--- src/rtl/mem_access_pkg.sv ---
// Shared encodings for the load/store unit: access sizes and controller states.
package mem_access_pkg;

    localparam logic [1:0] SZ_BYTE = 2'b00;
    localparam logic [1:0] SZ_HALF = 2'b01;
    localparam logic [1:0] SZ_WORD = 2'b10;

    typedef enum logic [2:0] {
        ST_IDLE,
        ST_RD,
        ST_MERGE,
        ST_WR,
        ST_DONE
    } state_t;

    // Encoding 11 is an alias for a full word.
    function automatic logic is_word(input logic [1:0] size);
        return (size == SZ_WORD) || (size == 2'b11);
    endfunction

endpackage

--- src/rtl/lsu_align.sv ---
// Store merge into the big-endian read word and sub-word load extract/extend.
module lsu_align
    import mem_access_pkg::*;
(
    input  logic [1:0]  size,
    input  logic        sign_ext,
    input  logic [31:0] wdata,
    input  logic [31:0] rd,
    output logic [31:0] wword,
    output logic [31:0] load_data
);

    always_comb begin
        wword     = wdata;
        load_data = rd;
        if (!is_word(size)) begin
            if (size == SZ_HALF) begin
                wword     = {wdata[15:0], rd[15:0]};
                load_data = {{16{sign_ext & rd[31]}}, rd[31:16]};
            end else begin
                wword     = {wdata[7:0], rd[23:0]};
                load_data = {{24{sign_ext & rd[31]}}, rd[31:24]};
            end
        end
    end

endmodule

--- src/rtl/mem_access_unit.sv ---
// Load/store controller for a single-port big-endian data memory that always
// writes all four lanes; sub-word stores are done as read-modify-write.
//
// state    | meaning
// IDLE     | ready, waiting for a request
// RD       | address presented, memory read in flight
// MERGE    | read word available: extract load or merge store
// WR       | write strobe asserted with the full word
// DONE     | one-cycle completion pulse
module mem_access_unit
    import mem_access_pkg::*;
#(
    parameter int SIZE = 12
) (
    input  logic            clk,
    input  logic            rst_n,
    input  logic            req,
    input  logic            req_wr,
    input  logic [1:0]      req_size,
    input  logic            req_signed,
    input  logic [SIZE-1:0] req_addr,
    input  logic [31:0]     req_wdata,
    output logic            ready,
    output logic            done,
    output logic [31:0]     rdata,
    output logic [SIZE-1:0] mem_addr,
    output logic [31:0]     mem_wdata,
    output logic            mem_wr,
    input  logic [31:0]     mem_rdata
);

    state_t          state;
    state_t          state_nxt;
    logic [SIZE-1:0] addr_q;
    logic            wr_q;
    logic [1:0]      size_q;
    logic            sign_q;
    logic [31:0]     wdata_q;
    logic [31:0]     wword_q;
    logic [31:0]     rdata_q;
    logic [31:0]     merged;
    logic [31:0]     load_data;
    logic            accept;

    assign accept = req && (state == ST_IDLE);

    lsu_align u_align (
        .size      (size_q),
        .sign_ext  (sign_q),
        .wdata     (wdata_q),
        .rd        (mem_rdata),
        .wword     (merged),
        .load_data (load_data)
    );

    always_ff @(posedge clk) begin
        if (!rst_n) begin
            state   <= ST_IDLE;
            addr_q  <= '0;
            wr_q    <= 1'b0;
            size_q  <= SZ_BYTE;
            sign_q  <= 1'b0;
            wdata_q <= '0;
            wword_q <= '0;
            rdata_q <= '0;
        end else begin
            state <= state_nxt;
            if (accept) begin
                addr_q  <= req_addr;
                wr_q    <= req_wr;
                size_q  <= req_size;
                sign_q  <= req_signed;
                wdata_q <= req_wdata;
                // Word stores skip the read, so the write word is known now.
                if (req_wr && is_word(req_size)) begin
                    wword_q <= req_wdata;
                end
            end
            if (state == ST_MERGE) begin
                if (wr_q) begin
                    wword_q <= merged;
                end else begin
                    rdata_q <= load_data;
                end
            end
        end
    end

    always_comb begin
        state_nxt = state;
        case (state)
            ST_IDLE: begin
                if (accept) begin
                    state_nxt = (req_wr && is_word(req_size)) ? ST_WR : ST_RD;
                end
            end
            ST_RD:    state_nxt = ST_MERGE;
            ST_MERGE: state_nxt = wr_q ? ST_WR : ST_DONE;
            ST_WR:    state_nxt = ST_DONE;
            ST_DONE:  state_nxt = ST_IDLE;
            default:  state_nxt = ST_IDLE;
        endcase
    end

    assign ready     = (state == ST_IDLE);
    assign done      = (state == ST_DONE);
    assign rdata     = rdata_q;
    assign mem_addr  = addr_q;
    assign mem_wdata = wword_q;
    // Gated with reset so an abort can never land a write on the reset edge.
    assign mem_wr    = (state == ST_WR) & rst_n;

endmodule

--- config.mk ---
export PLATFORM = sky130hd
export DESIGN_NAME = mem_access_unit
export DESIGN_NICKNAME = d
export VERILOG_FILES = /design/src/rtl/mem_access_pkg.sv /design/src/rtl/lsu_align.sv /design/src/rtl/mem_access_unit.sv
export SDC_FILE = /design/constraint.sdc
export NUM_CORES = 1
export LEC_CHECK = 0
export BUFFER_PORTS_ARGS = -buffer_cell sky130_fd_sc_hd__buf_4
export CAP_MARGIN = 10
export CORE_MARGIN = 4
export CORE_UTILIZATION = 30
export DETAILED_ROUTE_END_ITERATION = 7
export GPL_TIMING_DRIVEN = 0
export PLACE_DENSITY = 0.54
export RECOVER_POWER = 25
export SLEW_MARGIN = 15
export SYNTH_ARGS = -nofsm -noshare
export SYNTH_HDL_FRONTEND = slang
export SYNTH_SLANG_ARGS = --single-unit
--- constraint.sdc ---
create_clock -name clk -period 3.93 [get_ports clk]
set_input_delay 0.5895 -clock clk [delete_from_list [all_inputs] [get_ports clk]]
set_output_delay 0.5895 -clock clk [all_outputs]
set_load 0.03 [all_outputs]
==> impl_metrics.toml <==
[critical_path]
cp_slowest_stage_delay_ps = 560
path_buf_inv = 3
cp_common_cell = "clkbuf_1"
cp_max_fo = 10
crit_family = "buffers and inverters"
worstPathArrival_ps = 2170
crit_required_ps = 3340
path_class = "in2out"
crit_chain = "clkbuf_1 -> clkbuf_1 -> nor2b_1 -> nand2_1 -> nor2_1 -> buf_4"
end_kind = "output port"
worst-r2r-cell-count = 5
crit_slowest_cell = "clkbuf_1"
worstSetupStartpointType = "input pin"
path_depth = 6

[hold_path]
min_path_type = "in2reg"
min_delay_path_depth = 3

[detailed_routing]
drt-wirelength-per-cell_um = 19.5
drtPass1Iterations = 5
drc_errors = 0
dr.first_iter.drc_count = 289
vias = 5416
routed_wl_um = 21000
ant_nets = 0
via_per_inst = 5.03

[grt]
grt_pass1_wl_um = 31000
grt_use_total_pct = 19.9
grt_pass1_vias = 5347
antenna_found_initial = 0
overflow = 0
grt_max_degree = 17

[yosys]
synth_xor_area_share_pct = 0
synth_area_um2 = 5520
ys_ff_latch = 115
synthesis.nets = 740
yosys.area_share.simple_pct = 20.2
synth_mux_area_share_pct = 9.62
yosys_warnings = 0
synth_top_family_by_area = "compound AO/OA/AOI/OAI gates"
netlist_instances = 657
synthAdderAreaFrac_pct = 0
synth_cell_types = 37
async_flop_share_pct = 0
synth_edf_count = 0
avgSynthCellArea_um2 = 8.39
ys.flop_type = "dfxtp_1"
ys_seq_area_share_pct = 41.7
synth_compound_area_share_pct = 23.0

[floorplan]
fp.dieH_um = 144
core-area_um2 = 18000
io_pins = 162
std_cell_rows = 49
die_width_um = 144
dieArea_um2 = 20600
initial_core_util_pct = 30.6

[power_and_ir_drop]
p_leak_nw = 2.86
powerDensity_nw_per_um2 = 461
finalPower_mw = 3.40
vdd.ir_drop.worst_mv = 0.315

[clock_network]
h-tree-depth = 4
postCtsSetupBuffers = 0
cts-root-buf = "clkbuf_16"
cts_buffer_depth = 2
tritoncts = "yes"
cts_buffers = 17
clk_pin_slew_ps = 60
cts_resized = 0
hold_buffers = 0
numClockSinks = 115
clk_latency_ps = 420

[flow_run]
cap_violations = 0

[sta]
max_freq_ghz = 0.363
slew_headroom_pct = 47.3
hold_viol_final = 0
setup_viol = 0
fin_skew_ps = 13.1
finalCritPeriodShare_pct = 70.1
fin_crit_ps = 2750
setup_tns_ps = 0
finalMaxSlewViolations = 0
rsz0062_at_grt = "false"
worstMarginPinSlew_ps = 789

[cells_and_area]
area_delta_synth_final_pct = 33.9
layout-drive-gt1-share_pct = 22.8
nets = 919

[placement]
place_hpwl_um = 16100
place_congestion = 0.876
port_buffers = 160

[outcome]
status = "complete, no violations"
[cells in the final DEF (no fill, tap or decap), drive strengths merged]
cell        n
nand2     139
nor4bb      1
nand3      25
inv         1
o21a        1
dfxtp     115
mux2i       8
o2111ai    32
clkbuf    126
a21oi      18
a21boi     57
clkinvlp    3
and3        1
a211oi     16
or4        16
mux2       40
buf       123
nor2       17
o221ai      7
nor2b       1
and3b       1
nor3       17
nor4b       2
o21ai      42
nand2b     17
a31oi       1
bufinv      2
clkinv      6
o211ai      1
nand4bb     1
diode       1
nor3b       1
or4b        2
a21o        7
[logic make-up (layout without fill, tap and decap cells)]
group	Yosys count	count (layout)
flip-flops	115	115
buffers and inverters	71	261
multiplexers	48	48
AO/OA/AOI/OAI	182	182
other	0	1
AND/OR/NAND/NOR	241	241
[synthesized netlist by cell type, types with 2 or more instances]
cell type | number | area (µm²)
o221ai_1 | 7 | 61.3
dfxtp_1 | 115 | 2300
nor2_1 | 17 | 63.8
nor3_1 | 17 | 85.1
or4_1 | 16 | 120
clkbuf_1 | 57 | 214
nand2b_1 | 17 | 106
nand3_1 | 25 | 125
mux2i_1 | 8 | 80.1
o2111ai_1 | 32 | 280
mux2_2 | 40 | 450
buf_1 | 2 | 7.51
a211oi_1 | 16 | 120
nand2_1 | 139 | 522
buf_4 | 2 | 15.0
buf_6 | 2 | 22.5
a21boi_0 | 57 | 428
a21o_1 | 7 | 52.6
a21oi_1 | 18 | 90.1
buf_2 | 5 | 25.0
o21ai_0 | 42 | 210
[metal layers]
| layer | wire length (µm) | track usage (%) | vias to the layer above | part of all wire [%] |
|---|---|---|---|---|
| li1 | - | - | 2704 | - |
| met1 | 9520 | 26.6 | 2502 | 45 |
| met2 | 9390 | 31.3 | 180 | 45 |
| met3 | 1580 | 5.19 | 30 | 7.5 |
| met4 | 463 | 6.54 | 0 | 2.2 |
| met5 | 0 | 0 | - | 0 |
[through the flow]
step | util [%] | std cells | area [µm²] | setup slack [ps] | hold slack, ps
detailed placement | 38.9 | 1046 | 7000 | 1180 | 454
global route | 40.9 | 1076 | 7380 | 1040 | 425
finish | 41.0 | 1077 | 7380 | 1180 | 425
global placement | 38.9 | 1046 | 7000 | 1170 | 450
CTS | 41.9 | 1076 | 7560 | 1170 | 411
floorplan | - | 657 | 5520 | 1550 | 438
[report_power, final]
group | internal, mW | switching, mW | leakage (nW) | total, mW
registers | 1.24 | 0.0501 | 0.939 | 1.29
clock network | 0.937 | 0.568 | 0.268 | 1.51
logic | 0.223 | 0.384 | 1.65 | 0.607
[area by class of cell]
cell class / instances / area, µm²
Antenna cell: 1 / 2.50
Buffer: 69 / 289
Clock buffer: 20 / 447
Clock inverter: 10 / 111
Fill cell: 1969 / 10600
Inverter: 2 / 7.51
Multi-Input combinational cell: 471 / 2920
Sequential cell: 115 / 2300
Tap cell: 229 / 287
Timing Repair Buffer: 160 / 1020
[registers in the layout, summed over array words and instances, names as in the netlist]
| register | cells |
|---|---|
| rdata | 32 |
| mem_addr | 12 |
| sign_q | 1 |
| wdata_q | 32 |
| mem_wdata | 32 |
| wr_q | 1 |
| state | 3 |
| size_q | 2 |
[path summary, 6_finish.rpt]
path | from | endpoint | slack, ps
max | rst_n | mem_wr | 1180
min | req_addr[1] | mem_addr[1] | 430
max reg2reg | size_q[1] | mem_wdata[27] | 1710
min reg2reg | rdata[12] | rdata[12] | 460
[worst register-to-register path, delay by kind of cell (launching register included)]
kind / cells / cell delay [ps]
and+or+nand+nor: 1 / 110
buffers and inverters: 3 / 1490
DFF: 1 / 350
AOI/OAI and AO/OA: 1 / 220
Note: power is estimated with default switching activity, not from simulation.
